`config.mk`:
```
export PLATFORM = sky130hd
export DESIGN_NAME = mem_burst_controller
export DESIGN_NICKNAME = d
export VERILOG_FILES = /design/src/rtl/mem_ctrl_pkg.sv /design/src/rtl/bram_sp.sv /design/src/rtl/mem_burst_controller.sv
export SDC_FILE = /design/constraint.sdc
export NUM_CORES = 2
export LEC_CHECK = 0
export CAP_MARGIN = 20
export CORE_UTILIZATION = 42
export CTS_CLUSTER_DIAMETER = 200
export DETAILED_ROUTE_END_ITERATION = 6
export SLEW_MARGIN = 20
export SYNTH_ARGS = -nofsm -noshare
export SYNTH_HDL_FRONTEND = slang
export SYNTH_SLANG_ARGS = --single-unit
```
`constraint.sdc`:
```
create_clock -name clk_mem -period 5 [get_ports clk_mem]
set_input_delay 1 -clock clk_mem [delete_from_list [all_inputs] [get_ports clk_mem]]
set_output_delay 1 -clock clk_mem [all_outputs]
set_load 0.1 [all_outputs]
```
`src/rtl/mem_ctrl_pkg.sv`:
```
// Shared types and default geometry for the burst memory controller.
// No logic; latency and backpressure are defined by the users of these types.
package mem_ctrl_pkg;

  localparam int DEF_DATA_W = 8;
  localparam int DEF_ADDR_W = 8;
  localparam int DEF_LEN_W  = 4;

  typedef enum logic [1:0] {
    IDLE  = 2'd0,
    WRITE = 2'd1,
    READ  = 2'd2,
    DRAIN = 2'd3
  } state_t;

endpackage

```
`src/rtl/bram_sp.sv`:
```
// Single-port synchronous RAM; 1-cycle registered read, write takes effect at the edge.
// No backpressure; contents are never reset.
module bram_sp #(
  parameter int DATA_W = 8,
  parameter int ADDR_W = 8
) (
  input  logic              clk,
  input  logic              we,
  input  logic              re,
  input  logic [ADDR_W-1:0] addr,
  input  logic [DATA_W-1:0] wdata,
  output logic [DATA_W-1:0] rdata
);

  localparam int DEPTH = 1 << ADDR_W;

  logic [DATA_W-1:0] mem [DEPTH];

  always_ff @(posedge clk) begin
    if (we) mem[addr] <= wdata;
    if (re) rdata <= mem[addr];
  end

endmodule

```
`src/rtl/mem_burst_controller.sv`:
```
// Burst write/read controller over BRAM; first read beat 2 cycles after command accept.
// Write path stalls on wr_valid gaps; read path holds beats in a 2-entry buffer under rd_ready backpressure.
module mem_burst_controller
  import mem_ctrl_pkg::*;
#(
  parameter int DATA_W = DEF_DATA_W,
  parameter int ADDR_W = DEF_ADDR_W,
  parameter int LEN_W  = DEF_LEN_W
) (
  input  logic              clk_mem,
  input  logic              reset,
  input  logic              cmd_valid,
  output logic              cmd_ready,
  input  logic              cmd_we,
  input  logic [ADDR_W-1:0] cmd_addr,
  input  logic [LEN_W-1:0]  cmd_len,
  input  logic              wr_valid,
  output logic              wr_ready,
  input  logic [DATA_W-1:0] wr_data,
  output logic              rd_valid,
  input  logic              rd_ready,
  output logic [DATA_W-1:0] rd_data,
  output logic              rd_last,
  output logic              busy
);

  state_t            state, state_nxt;
  logic [ADDR_W-1:0] addr;
  logic [LEN_W-1:0]  beats_left;
  logic [1:0]        occ;
  logic              inflight, inflight_last;
  logic [DATA_W:0]   fifo_q [2];
  logic              wptr, rptr;
  logic [DATA_W-1:0] bram_rdata;
  logic              cmd_fire, wr_fire, pop, issue;
  logic [2:0]        pending;

  assign cmd_fire = cmd_valid & cmd_ready;
  assign wr_fire  = wr_valid & wr_ready;
  assign rd_valid = !reset && (occ != 2'd0);
  assign pop      = rd_valid & rd_ready;
  assign busy     = !reset && (state != IDLE);
  assign rd_data  = rd_valid ? fifo_q[rptr][DATA_W-1:0] : '0;
  assign rd_last  = rd_valid ? fifo_q[rptr][DATA_W] : 1'b0;

  // Buffer slots already claimed after this cycle's pop; an issue must never overfill the 2 entries.
  assign pending = {1'b0, occ} + {2'b00, inflight} - {2'b00, pop};

  always_comb begin
    state_nxt = state;
    cmd_ready = 1'b0;
    wr_ready  = 1'b0;
    issue     = 1'b0;
    case (state)
      IDLE: begin
        cmd_ready = 1'b1;
        if (cmd_valid) state_nxt = cmd_we ? WRITE : READ;
      end
      WRITE: begin
        wr_ready = 1'b1;
        if (wr_valid && beats_left == '0) state_nxt = IDLE;
      end
      READ: begin
        issue = (pending < 3'd2);
        if (issue && beats_left == '0) state_nxt = DRAIN;
      end
      DRAIN: begin
        if (occ == 2'd0 && !inflight) state_nxt = IDLE;
      end
      default: state_nxt = IDLE;
    endcase
    if (reset) begin
      cmd_ready = 1'b0;
      wr_ready  = 1'b0;
      issue     = 1'b0;
    end
  end

  always_ff @(posedge clk_mem) begin
    if (reset) begin
      state         <= IDLE;
      addr          <= '0;
      beats_left    <= '0;
      occ           <= 2'd0;
      inflight      <= 1'b0;
      inflight_last <= 1'b0;
      wptr          <= 1'b0;
      rptr          <= 1'b0;
    end else begin
      state         <= state_nxt;
      inflight      <= issue;
      inflight_last <= issue && (beats_left == '0);
      if (cmd_fire) begin
        addr       <= cmd_addr;
        beats_left <= cmd_len;
      end else if (wr_fire || issue) begin
        addr       <= addr + 1'b1;
        beats_left <= beats_left - 1'b1;
      end
      if (inflight) wptr <= ~wptr;
      if (pop) rptr <= ~rptr;
      occ <= occ + {1'b0, inflight} - {1'b0, pop};
    end
  end

  always_ff @(posedge clk_mem) begin
    if (!reset && inflight) fifo_q[wptr] <= {inflight_last, bram_rdata};
  end

  bram_sp #(
    .DATA_W(DATA_W),
    .ADDR_W(ADDR_W)
  ) u_bram (
    .clk   (clk_mem),
    .we    (wr_fire),
    .re    (issue),
    .addr  (addr),
    .wdata (wr_data),
    .rdata (bram_rdata)
  );

endmodule

```
==> metrics.cfg <==
[finish]
drive_gt1_frac = 0.251
final_cells = 6561
stdcell_area_mm2 = 0.0908
utilization = 0.478
synthToLayoutAreaGrowth_pct = 13.2
nets = 3928
n_fill_cell = 15200

[pwr]
peakVddDrop_mv = 0.322
p_leak_nw = 27.1
powerDensity_mw_per_mm2 = 407

[setup_path]
crit_required_ns = 5.49
start_kind = flip-flop
crit_chain = buf_12 -> buf_4 -> mux4_2 -> a22oi_1 -> a21oi_1 -> o41ai_1 -> nand4_1
worstSetupEndpointType = flip-flop
max_stage_delay_ns = 1.06
rrSetupSlack_ns = 0.89
cp_max_fo = 38
arrival_ns = 4.61
crit_type = reg -> reg
cp_slowest_cell = dfxtp_4

[placed_design]
hpwl_mm = 113
place_ws_ns = 0.651
dp.cells = 6199
io_buffers = 38
place_area_mm2 = 0.0845
place_congestion = 0.800

[yosys]
synth_nets = 3731
synth_top_area_cell = edfxtp_1
synth-edff-count = 2074
synth_cells = 3696
avgSynthCellArea_um2 = 21.7
yosysWarnings = 0
synth_top_area_frac = 0.776
synth_area_leaders = edfxtp_1, mux4_2, a22oi_1
ys.flop_type = edfxtp_1
ys_seq_area_frac = 0.782
ys_top_cells_by_count = edfxtp_1, mux4_2, nor2_1
async_reset_ff_frac = 0
synthDistinctLibCells = 35
yosysMostFrequentCell = edfxtp_1
synthesis.area_mm2 = 0.0802
synth_seq_cells = 2095

[die]
initial_core_util = 0.422
rows = 160
dieArea_mm2 = 0.193
ios = 39
fp.coreArea_mm2 = 0.190
chipHeight_um = 439
die_w_um = 439

[clock_network]
tritoncts = done
clock_path_buffers = 3
root_buffer = clkbuf_16
cts_buffers = 203
post_cts_buffers = 0
htreeDepth = 4
cts_resized = 0
clkSinkCount = 2095
clkSlewWorstSetupHoldPaths_ns = 0.06
clkLatencyLatePin_ns = 0.82
cts_hold_buf = 0

[global_routing]
grt_pass1_vias = 39300
grt_util_all_layers = 0.200
grt_pass1_wl_mm = 278
grt_start_max_net_pins = 138
overflow = 0
grt_antenna_before_repair = 6

[sta]
setup_viol = 0
maxSlewHeadroom = 0.241
clock.fmax_mhz = 243
hold_viol = 0
setup_tns_ns = 0
slew_viol_final = 0
fin_crit_sh = 0.823
fin_skew_ns = 0.0246
tightest_slew_ns = 1.14
fin_crit_ns = 4.11
rsz0062_at_grt = no
setup_ws_ns = 0.887

[job]
maxCapViolations = 0

[drt]
via_per_inst = 5.84
drt_iter0_drc = 4343
vias = 38300
drt-total-wl_mm = 191
antenna_left = 0
drc = 0
firstDrtPassIters = 5
wl_per_cell_um = 29.2

[outcome]
status = completed

[hold_path]
min_path_type = reg -> reg

-- final timing paths --
| kind | startpoint | endpoint | cells past startpoint |
|---|---|---|---|
| min reg2reg | inflight_last | fifo_q[1][8] | 0 |
| max reg2reg | addr[0] | u_bram.rdata[0] | 7 |
| max | addr[0] | u_bram.rdata[0] | 7 |
| min | inflight_last | fifo_q[1][8] | 0 |
-- area by class of cell --
class,count,area [um^2],area share
Tap cell,2511,3140,0.0346
Timing Repair Buffer,227,2170,0.0239
Inverter,9,33.8,0.000372
Antenna cell,2,5.00,0.0000551
Clock buffer,265,5440,0.0599
Sequential cell,2095,62700,0.691
Multi-Input combinational cell,1357,16500,0.182
Clock inverter,95,805,0.00886
-- metrics by stage --
step / total power [mW] / hold WS [ns]
6_report: 37.0 / 0.438
5_1_grt: 38.0 / 0.457
4_1_cts: 37.3 / 0.431
3_5_place_dp: 22.9 / 0.418
3_3_place_gp: 22.8 / 0.414
2_1_floorplan: 21.6 / 0.404
-- critical path: cells and delay by family (launching register included) --
kind	cells	cell delay, ns
compound gates	3	1.28
flops	1	1.06
buf+inv	2	0.61
mux	1	0.52
simple gates	1	0.29
-- flip-flops by register name (all words and copies together), names as in the netlist, named ones only --
name,flops
addr,8
beats_left,4
fifo_q,18
inflight,1
inflight_last,1
occ,2
rptr,1
state,2
u_bram.mem,2048
u_bram.rdata,8
wptr,1
-- power by group --
| part | switching (mW) | internal (mW) | total (mW) |
|---|---|---|---|
| clock network | 6.39 | 8.15 | 14.5 |
| registers | 0.0842 | 19.3 | 19.4 |
| logic | 1.84 | 1.21 | 3.05 |
-- logic make-up after synthesis --
kind of cell    synth area share
compound gates            0.0371
flops                      0.782
simple gates              0.0191
fa+ha+maj                0.00150
buf+inv                   0.0143
xor+xnor                 0.00142
mux                        0.145
-- per-layer routing --
metal	wire length, um	part of all wire	global-route usage
met5	13	0.000068	0
met4	5120	0.027	0.0582
met3	13800	0.072	0.0369
met2	92900	0.49	0.318
met1	79600	0.42	0.281
-- layout by cell type, fill, tap and decap left out, types with 19 or more instances in the layout --
master     Yosys  layout
clkinv_1       0      49
nand2_1       44      27
o41ai_1       32      25
a21oi_1      133     133
mux4_2       512     512
edfxtp_1    2074    2074
buf_12         0      29
a22oi_1      256     256
clkbuf_1     146      56
clkbuf_16      0     209
clkinv_2       0      22
buf_4         10     173
nor2_1       292     290
dfxtp_1       21      19
Note: power is estimated with default switching activity, not from simulation.
